<file path="src/rtl/spike_rate_decoder.sv">
// Spike-count rate decoder on the time-multiplexed neuron sweep: read-modify-write of per-neuron
// counts over a 2^WINDOW_LEN step window. Define DECODER_LEAKY_EN to halve counts at readout instead of clearing.
module spike_rate_decoder #(
  parameter int ACTIVITY_LEN = 9,
  parameter int ADDR_LEN     = 8,
  parameter int WINDOW_LEN   = 12,
  parameter int RATE_SHIFT   = 0
) (
  input  logic                    clk,
  input  logic                    reset,
  input  logic                    dec_en,
  input  logic [ADDR_LEN-1:0]     dec_addr,
  input  logic                    spike_in,
  input  logic [ACTIVITY_LEN-1:0] state_in,
  input  logic                    step_done,
  output logic                    state_we,
  output logic [ADDR_LEN-1:0]     state_addr,
  output logic [ACTIVITY_LEN-1:0] state_out,
  output logic                    rate_valid,
  output logic [ADDR_LEN-1:0]     rate_addr,
  output logic [ACTIVITY_LEN-1:0] rate_out,
  output logic                    rate_sat,
  output logic                    win_last
);

  localparam int SHW = ACTIVITY_LEN + RATE_SHIFT;
  localparam logic [ACTIVITY_LEN-1:0] CNT_MAX  = '1;
  localparam logic [WINDOW_LEN-1:0]   STEP_ONE = WINDOW_LEN'(1);
  localparam logic [WINDOW_LEN-1:0]   STEP_LAST = '1;

  typedef enum logic [1:0] {
    S_CLEAR,
    S_ACCUM,
    S_READOUT
  } state_t;

  state_t                  state_q;
  logic [WINDOW_LEN-1:0]   step_cnt_q;
  logic                    state_we_q;
  logic [ADDR_LEN-1:0]     state_addr_q;
  logic [ACTIVITY_LEN-1:0] state_out_q;
  logic                    rate_valid_q;
  logic [ADDR_LEN-1:0]     rate_addr_q;
  logic [ACTIVITY_LEN-1:0] rate_out_q;
  logic                    rate_sat_q;
  logic                    win_last_q;

  logic [ACTIVITY_LEN-1:0] base_d;
  logic [ACTIVITY_LEN:0]   sum_d;
  logic                    slot_sat_d;
  logic [ACTIVITY_LEN-1:0] cnt_d;
  logic [SHW-1:0]          shifted_d;
  logic                    shift_ovf_d;
  logic [ACTIVITY_LEN-1:0] rate_d;
  logic [ACTIVITY_LEN-1:0] readout_wr_d;
  logic [WINDOW_LEN-1:0]   step_inc_d;

  // Memory contents are untrusted until the CLEAR sweep has rewritten every neuron.
  always_comb begin
    base_d       = (state_q == S_CLEAR) ? '0 : state_in;
    sum_d        = {1'b0, base_d} + (ACTIVITY_LEN+1)'(spike_in);
    slot_sat_d   = sum_d[ACTIVITY_LEN];
    cnt_d        = slot_sat_d ? CNT_MAX : sum_d[ACTIVITY_LEN-1:0];
    shifted_d    = SHW'(cnt_d) << RATE_SHIFT;
    shift_ovf_d  = shifted_d > SHW'(CNT_MAX);
    rate_d       = shift_ovf_d ? CNT_MAX : shifted_d[ACTIVITY_LEN-1:0];
`ifdef DECODER_LEAKY_EN
    readout_wr_d = cnt_d >> 1;
`else
    readout_wr_d = '0;
`endif
    step_inc_d   = step_cnt_q + STEP_ONE;
  end

  always_ff @(posedge clk) begin
    if (reset) begin
      state_q      <= S_CLEAR;
      step_cnt_q   <= '0;
      state_we_q   <= 1'b0;
      state_addr_q <= '0;
      state_out_q  <= '0;
      rate_valid_q <= 1'b0;
      rate_addr_q  <= '0;
      rate_out_q   <= '0;
      rate_sat_q   <= 1'b0;
      win_last_q   <= 1'b0;
    end else begin
      state_we_q   <= dec_en;
      rate_valid_q <= 1'b0;
      if (dec_en) begin
        state_addr_q <= dec_addr;
        if (state_q == S_READOUT) begin
          state_out_q  <= readout_wr_d;
          rate_valid_q <= 1'b1;
          rate_addr_q  <= dec_addr;
          rate_out_q   <= rate_d;
          rate_sat_q   <= slot_sat_d | shift_ovf_d;
        end else begin
          state_out_q <= cnt_d;
        end
      end
      // A slot presented together with step_done still belongs to the ending step.
      if (step_done) begin
        case (state_q)
          S_CLEAR: begin
            step_cnt_q <= STEP_ONE;
            state_q    <= (STEP_ONE == STEP_LAST) ? S_READOUT : S_ACCUM;
            win_last_q <= (STEP_ONE == STEP_LAST);
          end
          S_ACCUM: begin
            step_cnt_q <= step_inc_d;
            if (step_inc_d == STEP_LAST) begin
              state_q    <= S_READOUT;
              win_last_q <= 1'b1;
            end
          end
          S_READOUT: begin
            step_cnt_q <= '0;
            state_q    <= S_ACCUM;
            win_last_q <= 1'b0;
          end
          default: begin
            step_cnt_q <= '0;
            state_q    <= S_CLEAR;
            win_last_q <= 1'b0;
          end
        endcase
      end
    end
  end

  assign state_we   = state_we_q;
  assign state_addr = state_addr_q;
  assign state_out  = state_out_q;
  assign rate_valid = rate_valid_q;
  assign rate_addr  = rate_addr_q;
  assign rate_out   = rate_out_q;
  assign rate_sat   = rate_sat_q;
  assign win_last   = win_last_q;

endmodule

</file>
<file path="config.mk">
export PLATFORM = sky130hd
export DESIGN_NAME = spike_rate_decoder
export DESIGN_NICKNAME = d
export VERILOG_FILES = /design/src/rtl/spike_rate_decoder.sv
export SDC_FILE = /design/constraint.sdc
export NUM_CORES = 1
export LEC_CHECK = 0
export ABC_AREA = 1
export BUFFER_PORTS_ARGS = -buffer_cell sky130_fd_sc_hd__clkbuf_2
export CORE_MARGIN = 1.5
export CORE_UTILIZATION = 30
export CTS_BUF_LIST = sky130_fd_sc_hd__clkbuf_4
export DETAILED_ROUTE_END_ITERATION = 7
export SLEW_MARGIN = 20
export SYNTH_ARGS = -nofsm -noshare
export SYNTH_HDL_FRONTEND = slang
export SYNTH_SLANG_ARGS = --single-unit
</file>
<file path="constraint.sdc">
create_clock -name clk -period 2.1 [get_ports clk]
set_input_delay 0.42 -clock clk [delete_from_list [all_inputs] [get_ports clk]]
set_output_delay 0.42 -clock clk [all_outputs]
set_load 0.005 [all_outputs]
</file>
==> metrics.csv <==
metric,value,unit
status,finished clean,
finalNonFillerCells,513,
fin_area,0.00294,mm²
dr.pass1.iters,4,
grt_antenna_before_repair,0,
core_area,0.00781,mm²
timing.rr.end,state_out[6],
cap_viol_max_count,0,
start_util,0.313,
grt_setup_unrepaired,false,
worstReg2RegStart,state_q[0],
syn_to_final_growth,20.4,%
holdCritPathClass,input port to flop,
required,2360,ps
nFillCells,867,
fin_crit_sh,0.893,
yosysTopAreaCellShare,0.418,
grt_overflow,0,
finalWirelength,6000,µm
syn_area,0.00244,mm²
synth.avg_cell_area,6.99,µm²
ys_warn_count,0,
die_y,93.2,µm
period_minus_slack,1870,ps
synth-seq-cells,51,
grt.total_usage,0.146,
die_w,93.2,µm
ys.flop_type,dfxtp_1,
clk_path_buf_depth,2,
power.total,1.63,mW
place_inst,505,
cpPeakStageDelay,400,ps
synthTopCellsByCount,"nand2_1, dfxtp_1, a21oi_1",
tightestPinTransition,593,ps
final_nets,436,
vdd_drop_max,0.360,mV
synth-edff-count,0,
setup_tns,0,ps
placed_cell_area,0.00287,mm²
h-tree-depth,2,
crit_top_cell,nand2_1,
ys_types,29,
grt_max_degree,40,
final_layout_size_suffix_gt1_frac,0.243,
timing.fmax,0.533,GHz
grt_pass1_wl,10300,µm
synth_area_leaders,"dfxtp_1, nand2_1, a21oi_1, nor2_1, inv_1",
crit_path_start_kind,flop,
yosysTopAreaCell,dfxtp_1,
grt_pass1_vias,2259,
slew_violations,0,
routedWlPerCell,11.7,µm
ios,60,
yosysSeqAreaShare,0.418,
crit_chain,nor2_2 > nor2_1 > ha_2 > ha_1 > nand2_1 > nor3_2 > nand3_1 > xnor2_2 > nand2_1 > nand2_1 > a21oi_1,
setup_viol,0,
relSlewSlack,0.603,
drt_iter0_drc,99,
cp-end-kind,flop,
p_leak,1.28,nW
rows,32,
cts_buffers,5,
clkLatencyLatePin,370,ps
dpl.hpwl,4420,µm
via_per_inst,4.65,
fin_skew,9.93,ps
cp.arrival,2130,ps
synthCells,349,
drc,0,
port_buffers,59,
post_cts_buffers,0,
dieArea,0.00869,mm²
hold_end,state_addr[2],
vias,2387,
synth.most_common_cell,nand2_1,
worstSetupPathType,flop to flop,
root_buffer,clkbuf_4,
cp_slowest_cell,dfxtp_2,
rrSetupSlack,230,ps
finalHoldViolCount,0,
power_density,555,mW/mm²
cts_tree,built,
place_congestion,0.809,
worst_hold_startpoint,dec_addr[2],
hold-path-cell-count,3,
diodes,0,
cts.sinks,51,
async_flop_share,0,
worstRegToRegCells,11,
syn-num-nets,375,
worstPathMaxFanout,5,
cts.reportedPaths.clkPinSlew,160,ps
ant_nets,0,
layout make-up:
cell class,instances,area [µm²],area share
Timing Repair Buffer,65,340,0.116
Multi-Input combinational cell,257,1280,0.435
Inverter,30,113,0.0383
Clock buffer,5,37.5,0.0128
Tap cell,102,128,0.0434
Sequential cell,51,1020,0.348
Clock inverter,3,20.0,0.00681
critical path, delay by kind of cell, from the launching register on:
| kind | cells | cell delay [ps] |
|---|---|---|
| adder cells (fa/ha/maj) | 2 | 390 |
| XOR/XNOR | 1 | 170 |
| flip-flops | 1 | 400 |
| AO/OA/AOI/OAI | 1 | 50 |
| AND/OR/NAND/NOR | 7 | 730 |
worst max path at each step:
stage | from | endpoint | slack (ps) | cells past startpoint
2_1_floorplan | state_q[1] | state_out[6] | 250 | 11
3_3_place_gp | state_in[0] | state_out[6] | 140 | 12
3_5_place_dp | state_in[0] | state_out[6] | 70 | 12
4_1_cts | state_q[0] | state_out[6] | 60 | 11
5_1_grt | state_q[0] | state_out[6] | 1 | 11
6_report | state_q[0] | state_out[6] | 230 | 11
registers in the layout, indices dropped and copies added, names as in the netlist:
name / flops
state_q: 2
state_we: 1
rate_valid: 1
rate_out: 9
state_out: 9
rate_sat: 1
rate_addr: 8
step_cnt_q: 12
state_addr: 8
per-stage QoR:
step / setup slack [ps] / util / hold WS (ps)
CTS: 62.2 / 0.374 / 252
finish: 225 / 0.376 / 270
global placement: 142 / 0.367 / 452
floorplan: 255 / - / 457
global route: 1.00 / 0.376 / 259
detailed placement: 70.2 / 0.367 / 459
power breakdown:
group	switching, mW	internal, mW	leakage, nW	total, mW
Clock	0.328	0.129	0.0288	0.458
Sequential	0.0125	0.989	0.414	1.00
Combinational	0.108	0.0635	0.839	0.171
cell families (layout without fill, tap and decap cells):
logic type,after synthesis,after routing,synth area share
compound gates,63,63,0.139
xor+xnor,2,2,0.00718
flops,51,51,0.418
simple gates,188,188,0.351
buf+inv,41,103,0.0641
fa+ha+maj,4,4,0.0205
what timing repair did:
action	CTS	global route
hold buffers	0	0
gates resized for setup	0	4
endpoints found under the setup margin	0	4
layer usage:
metal  global-route usage  wire length (µm)  vias up
li1                     -                 -     1243
met1                0.177              2750     1098
met2                0.257              2900       39
met3               0.0407               304        7
met4               0.0303                53        0
met5                    0                 0        -
cells in the final DEF, fill, tap and decap left out, types with 3 or more instances in the layout:
master	Yosys	final
nand3_1	17	17
dfxtp_1	51	50
inv_2	4	4
ha_1	4	3
o21ai_0	15	15
a21oi_1	38	38
clkbuf_4	0	5
clkbuf_2	0	59
buf_4	0	6
nor2_1	30	30
nor2_4	3	3
nand3b_1	3	3
o21bai_1	6	6
nand3_2	4	4
inv_1	25	25
nand2_2	4	4
nand2_1	116	116
Note: power is estimated with default switching activity, not from simulation.
